### src/rtl/prog_loader.sv
// Boot-time program loader: turns a 32-bit valid/ready word stream into CPU imem/dmem writes, then enables the CPU.
// Define LOADER_CHECKSUM_EN to require a trailing XOR checksum beat before the CPU is enabled.
module prog_loader #(
    parameter int IMEM_DEPTH = 512,
    parameter int DMEM_DEPTH = 1024
) (
    input  logic        clk,
    input  logic        arst,
    input  logic        s_valid,
    input  logic [31:0] s_data,
    output logic        s_ready,
    input  logic        restart,
    output logic [63:0] imem_addr,
    output logic        imem_wen,
    output logic [31:0] imem_wdata,
    output logic [63:0] dmem_addr,
    output logic        dmem_wen,
    output logic [63:0] dmem_wdata,
    output logic        cpu_enable,
    output logic        busy,
    output logic        error,
    output logic [1:0]  err_code
);
    localparam int IW = $clog2(IMEM_DEPTH) + 1;
    localparam int DW = $clog2(DMEM_DEPTH) + 1;

    localparam logic [2:0] S_IDLE    = 3'd0;
    localparam logic [2:0] S_IMEM    = 3'd1;
    localparam logic [2:0] S_DMEM_LO = 3'd2;
    localparam logic [2:0] S_DMEM_HI = 3'd3;
    localparam logic [2:0] S_RUN     = 3'd5;
    localparam logic [2:0] S_ERROR   = 3'd6;
`ifdef LOADER_CHECKSUM_EN
    localparam logic [2:0] S_CSUM    = 3'd4;
    localparam logic [2:0] S_FIN     = S_CSUM;
`else
    localparam logic [2:0] S_FIN     = S_RUN;
`endif

    logic [2:0]    state_q, state_d;
    logic [IW-1:0] ni_q, ni_d, icnt_q, icnt_d, iaddr_q, iaddr_d;
    logic [DW-1:0] nd_q, nd_d, dcnt_q, dcnt_d, daddr_q, daddr_d;
    logic [31:0]   lo_q, lo_d, idata_q, idata_d;
    logic [63:0]   ddata_q, ddata_d;
    logic          iwen_q, iwen_d, dwen_q, dwen_d, en_q, en_d;
    logic [1:0]    err_q, err_d;
    logic          acc;

    assign s_ready    = (state_q != S_RUN) && (state_q != S_ERROR);
    assign busy       = s_ready && (state_q != S_IDLE);
    assign error      = (state_q == S_ERROR);
    assign err_code   = err_q;
    assign cpu_enable = en_q;
    assign acc        = s_valid && s_ready;

    assign imem_addr  = {{(62-IW){1'b0}}, iaddr_q, 2'b00};
    assign imem_wen   = iwen_q;
    assign imem_wdata = idata_q;
    assign dmem_addr  = {{(61-DW){1'b0}}, daddr_q, 3'b000};
    assign dmem_wen   = dwen_q;
    assign dmem_wdata = ddata_q;

`ifdef LOADER_CHECKSUM_EN
    logic [31:0] xor_q, xor_d;

    always_comb begin
        xor_d = xor_q;
        if (acc && state_q == S_IDLE) begin
            xor_d = s_data;
        end else if (acc && state_q != S_CSUM) begin
            xor_d = xor_q ^ s_data;
        end else if (restart && !s_ready) begin
            xor_d = '0;
        end
    end

    always_ff @(posedge clk or posedge arst) begin
        if (arst) xor_q <= '0;
        else      xor_q <= xor_d;
    end
`endif

    always_comb begin
        state_d = state_q;
        ni_d    = ni_q;
        nd_d    = nd_q;
        icnt_d  = icnt_q;
        dcnt_d  = dcnt_q;
        lo_d    = lo_q;
        iwen_d  = 1'b0;
        iaddr_d = iaddr_q;
        idata_d = idata_q;
        dwen_d  = 1'b0;
        daddr_d = daddr_q;
        ddata_d = ddata_q;
        err_d   = err_q;
        // Registered enable lags the RUN state by one edge so it never overlaps the last write.
        en_d    = (state_q == S_RUN) && !restart;
        case (state_q)
            S_IDLE: if (acc) begin
                ni_d   = s_data[IW-1:0];
                nd_d   = s_data[16 +: DW];
                icnt_d = '0;
                dcnt_d = '0;
                if ({16'd0, s_data[15:0]} > 32'(IMEM_DEPTH) ||
                    {16'd0, s_data[31:16]} > 32'(DMEM_DEPTH)) begin
                    state_d = S_ERROR;
                    err_d   = 2'b01;
                end else if (s_data[15:0] != 16'd0) begin
                    state_d = S_IMEM;
                end else if (s_data[31:16] != 16'd0) begin
                    state_d = S_DMEM_LO;
                end else begin
                    state_d = S_FIN;
                end
            end
            S_IMEM: if (acc) begin
                iwen_d  = 1'b1;
                iaddr_d = icnt_q;
                idata_d = s_data;
                icnt_d  = icnt_q + 1'b1;
                if (icnt_d == ni_q) state_d = (nd_q != '0) ? S_DMEM_LO : S_FIN;
            end
            S_DMEM_LO: if (acc) begin
                lo_d    = s_data;
                state_d = S_DMEM_HI;
            end
            S_DMEM_HI: if (acc) begin
                dwen_d  = 1'b1;
                daddr_d = dcnt_q;
                ddata_d = {s_data, lo_q};
                dcnt_d  = dcnt_q + 1'b1;
                state_d = (dcnt_d == nd_q) ? S_FIN : S_DMEM_LO;
            end
`ifdef LOADER_CHECKSUM_EN
            S_CSUM: if (acc) begin
                if (s_data == xor_q) begin
                    state_d = S_RUN;
                end else begin
                    state_d = S_ERROR;
                    err_d   = 2'b10;
                end
            end
`endif
            S_RUN, S_ERROR: if (restart) begin
                state_d = S_IDLE;
                icnt_d  = '0;
                dcnt_d  = '0;
                err_d   = 2'b00;
            end
            default: state_d = S_IDLE;
        endcase
    end

    always_ff @(posedge clk or posedge arst) begin
        if (arst) begin
            state_q <= S_IDLE;
            ni_q    <= '0;
            nd_q    <= '0;
            icnt_q  <= '0;
            dcnt_q  <= '0;
            lo_q    <= '0;
            iwen_q  <= 1'b0;
            iaddr_q <= '0;
            idata_q <= '0;
            dwen_q  <= 1'b0;
            daddr_q <= '0;
            ddata_q <= '0;
            err_q   <= 2'b00;
            en_q    <= 1'b0;
        end else begin
            state_q <= state_d;
            ni_q    <= ni_d;
            nd_q    <= nd_d;
            icnt_q  <= icnt_d;
            dcnt_q  <= dcnt_d;
            lo_q    <= lo_d;
            iwen_q  <= iwen_d;
            iaddr_q <= iaddr_d;
            idata_q <= idata_d;
            dwen_q  <= dwen_d;
            daddr_q <= daddr_d;
            ddata_q <= ddata_d;
            err_q   <= err_d;
            en_q    <= en_d;
        end
    end
endmodule

### config.mk
export PLATFORM = sky130hd
export DESIGN_NAME = prog_loader
export DESIGN_NICKNAME = d
export VERILOG_FILES = /design/src/rtl/prog_loader.sv
export SDC_FILE = /design/constraint.sdc
export NUM_CORES = 1
export LEC_CHECK = 0
export CORE_UTILIZATION = 43
export CTS_CLUSTER_SIZE = 28
export DETAILED_ROUTE_END_ITERATION = 6
export GPL_TIMING_DRIVEN = 0
export HOLD_SLACK_MARGIN = 0.12
export PLACE_DENSITY_LB_ADDON = 0.25
export SLEW_MARGIN = 0
export SYNTH_ARGS = -nofsm -noshare
export SYNTH_HDL_FRONTEND = slang
export SYNTH_SLANG_ARGS = --single-unit
### constraint.sdc
create_clock -name clk -period 6.15 [get_ports clk]
set_clock_uncertainty 0.05 [all_clocks]
set_input_delay 0.615 -clock clk [delete_from_list [all_inputs] [get_ports clk]]
set_output_delay 0.615 -clock clk [all_outputs]
set_load 0.01 [all_outputs]
==> summary.txt <==
STA
  – Min Hold Slack: 0.4065 ns
  – Slew margin rel.: 0.4904
  – Final Cycle Share: 0.4624
  – Worst Tran Pin Value: 0.7643 ns
  – Setup TNS: 0 ns
  – RSZ-0062 raised after global routing: no
  – Crit path time final: 2.844 ns
  – Setup Viol. Count Final: 0
  – FMAX: 0.3516 GHz
  – Slew Viols, Final: 0
  – Final hold vios: 0

Logic synthesis
  – Register area share after synthesis: 0.5369
  – Most used DFF post-synth: dfrtp_1
  – EDFF count, synth: 0
  – Synthesized area: 9228 µm²
  – Cells after Synth: 976
  – Syn_area_per_cell: 9.455 µm²
  – Ys async rst share: 1.000
  – Yosys warnings: 0
  – Synth cell types: 46
  – Flops & latches, synth: 198

Run status
  – Outcome: complete, no violations

Global route
  – Largest net degree at the start of global routing: 108
  – Vias in the first global route: 6,750
  – Gr usage total: 0.2156
  – Initial antenna violation count: 0
  – Grt total ovfl: 0
  – First-pass GRT wire length: 36,830 µm

Critical path
  – Worst R2R End: daddr_q[8]
  – Worst-path fanout max: 10
  – Data required, critical path: 5.48 ns
  – CP startpoint kind: flip-flop
  – R2r startpoint: state_q[1]
  – Reg2reg setup slack: 3.65 ns
  – WS Path Type: flip-flop to output pin
  – Worst Path Arrival: 2.18 ns
  – Reg2Reg Depth: 7
  – Critical Path Sink Type: output pin

Final layout
  – Layout cells sized above 1: 0.1648
  – Util after Layout: 0.5816
  – Commonest non-fill, non-tap cell in the layout: nand2_1
  – Post-route cell area: 12,230 µm²
  – Area Overhead vs Synth: 32.50%
  – Antenna diodes: 0
  – Commonest cells after routing, fill and taps aside: nand2_1 (376), dfrtp_1 (198), clkdlybuf4s50_1 (159)
  – Fin nets: 1,300
  – Fillcell total: 1,868

Clocking
  – Cts hold-fix bufs: 0
  – Postcts setup bufs: 0
  – Clock Latency Late Sink: 0.43 ns
  – Deepest clock path buffer count: 2
  – CTS Buf Count: 17
  – Worst-path clk slew: 0.07 ns
  – CTS Sinks: 198
  – CTS H-tree depth: 4
  – Post_cts resized: 0
  – CTS tree: done
  – Root Driver: clkbuf_16

Routing
  – First DRT Iteration DRCs: 417
  – WL met2: 11,160 µm
  – Top sig layer: met4
  – Routed wire length: 23,020 µm
  – Via density: 4.641
  – M1 wire length: 9979 µm
  – Drt pass-1 iters: 5
  – ANT nets after route: 0
  – Met3 WL post-DR: 1568 µm
  – Via Count: 7,189
  – Drt wl/cell: 14.86 µm
  – Number of remaining DRC errors: 0

Floorplanning
  – Die H: 148.5 µm
  – Die width: 148.5 µm
  – Die area: 22,050 µm²
  – Ports: 268
  – Num rows: 53
  – Initial Utilization: 0.4390
  – Area of the core: 21,020 µm²

Power
  – Leakage: 6.061 nW
  – Power per cell area: 443.7 nW/µm²
  – Flop pwr share: 0.389
  – Psw: 1.859 mW
  – Internal power: 3.567 mW
  – Combinational Power Share: 0.390
  – Clk pwr share: 0.221
  – Worst vdd rail ir drop: 0.2267 mV
  – Sw Share: 0.3426

Run
  – Maxcap violations: 0

Worst hold path
  – Hold Path Origin: lo_q[4]
  – Hold path depth: 2
  – Hold Path Class: flip-flop to flip-flop
  – Hold endpoint: dmem_wdata[4]

Placement
  – Hpwl dp: 16,410 µm
  – RePlAce Congestion: 0.8184
  – Placed cell area: 11,600 µm²
  – Port bufs: 159
layout make-up:
| cell class | count | area, µm² | area share |
|---|---|---|---|
| inverter | 6 | 30.03 | 0.002456 |
| timing repair buffer | 160 | 1619 | 0.1324 |
| buffer | 152 | 993.5 | 0.08125 |
| clock inverter | 14 | 201.4 | 0.01648 |
| multi-input combinational | 727 | 3659 | 0.2992 |
| sequential | 198 | 4955 | 0.4052 |
| clock buffer | 17 | 425.4 | 0.03479 |
| tap | 275 | 344.1 | 0.02814 |
synthesized netlist by cell type (2+ instances only):
cell,count,area (µm²)
o21ai_0,33,165.2
buf_1,3,11.26
nand4_1,8,50.05
mux2_1,3,33.78
clkbuf_1,29,108.9
buf_4,109,818.3
nor3_1,9,45.04
ha_1,2,25.02
mux2_2,51,574.3
nand2_1,376,1411
a22o_1,2,17.52
inv_1,5,18.77
xnor2_1,19,166.4
a31oi_1,3,18.77
a21oi_1,7,35.03
nor4_1,10,62.56
nor2b_1,2,12.51
or3_1,2,12.51
o31ai_1,6,45.04
and2_1,5,31.28
o211ai_1,2,15.01
buf_2,11,55.05
xor2_1,11,96.34
nand3b_1,2,15.01
and4_1,2,17.52
dfrtp_1,198,4955
nor2_1,22,82.58
o21a_1,2,15.01
nand2b_1,2,12.51
nor3b_1,2,15.01
nand3_1,18,90.09
and3_1,6,37.54
registers in the layout (all words and copies together) (netlist names):
name,flops
state_q,3
ni_q,10
imem_wdata,32
dmem_wen,1
err_code,1
lo_q,32
icnt_q,10
dmem_wdata,64
imem_wen,1
nd_q,11
dcnt_q,11
daddr_q,11
iaddr_q,10
cpu_enable,1
power by group through the flow:
stage	registers [mW]	logic, mW	clock network [mW]
3_3_place_gp	2.12	2.08	0
6_report	2.11	2.11	1.20
2_1_floorplan	2.22	1.04	0
3_5_place_dp	2.13	2.12	0
5_1_grt	2.18	2.32	1.27
4_1_cts	2.11	2.13	1.22
worst max-delay path by stage:
stage	startpoint	endpoint	slack, ns	cells past startpoint
final	state_q[2]	busy	3.31	5
after detailed placement	s_valid	daddr_q[8]	3.01	8
after global placement	arst	imem_wdata[17]	-2.62	2
after CTS	state_q[2]	busy	3.28	5
after global routing	state_q[2]	busy	3.16	5
after floorplan	arst	cpu_enable	0.09	1
critical path, stage by stage (launching register included):
cell and delay (ns):
dfrtp_1 0.43, clkbuf_1 0.33, nor2b_1 0.22, nor3_1 0.07, a21oi_1 0.14, clkdlybuf4s50_1 0.56
per-stage QoR:
step / std cells / worst slack [ns] / power, mW
final: 1549 / 3.306 / 5.426
after global routing: 1549 / 3.164 / 5.777
after CTS: 1549 / 3.277 / 5.465
after detailed placement: 1518 / 3.008 / 4.248
after global placement: 1517 / -2.617 / 4.195
after floorplan: 1083 / 0.08769 / 3.260
routing by layer:
metal / track usage / up-vias
met5: 0 / -
met4: 0.06289 / 0
met3: 0.05521 / 25
met2: 0.3516 / 227
met1: 0.2824 / 3417
li1: - / 3520
cells by family after synthesis:
| group | count (synthesis) | synth area share |
|---|---|---|
| AND/OR/NAND/NOR | 470 | 0.2100 |
| flip-flops | 198 | 0.5369 |
| buffers and inverters | 158 | 0.1101 |
| AO/OA/AOI/OAI | 62 | 0.04298 |
| multiplexers | 54 | 0.06590 |
| XOR/XNOR | 31 | 0.03091 |
| adder cells (fa/ha/maj) | 2 | 0.002711 |
| other | 1 | 0.0004064 |
Note: power is estimated with default switching activity, not from simulation.
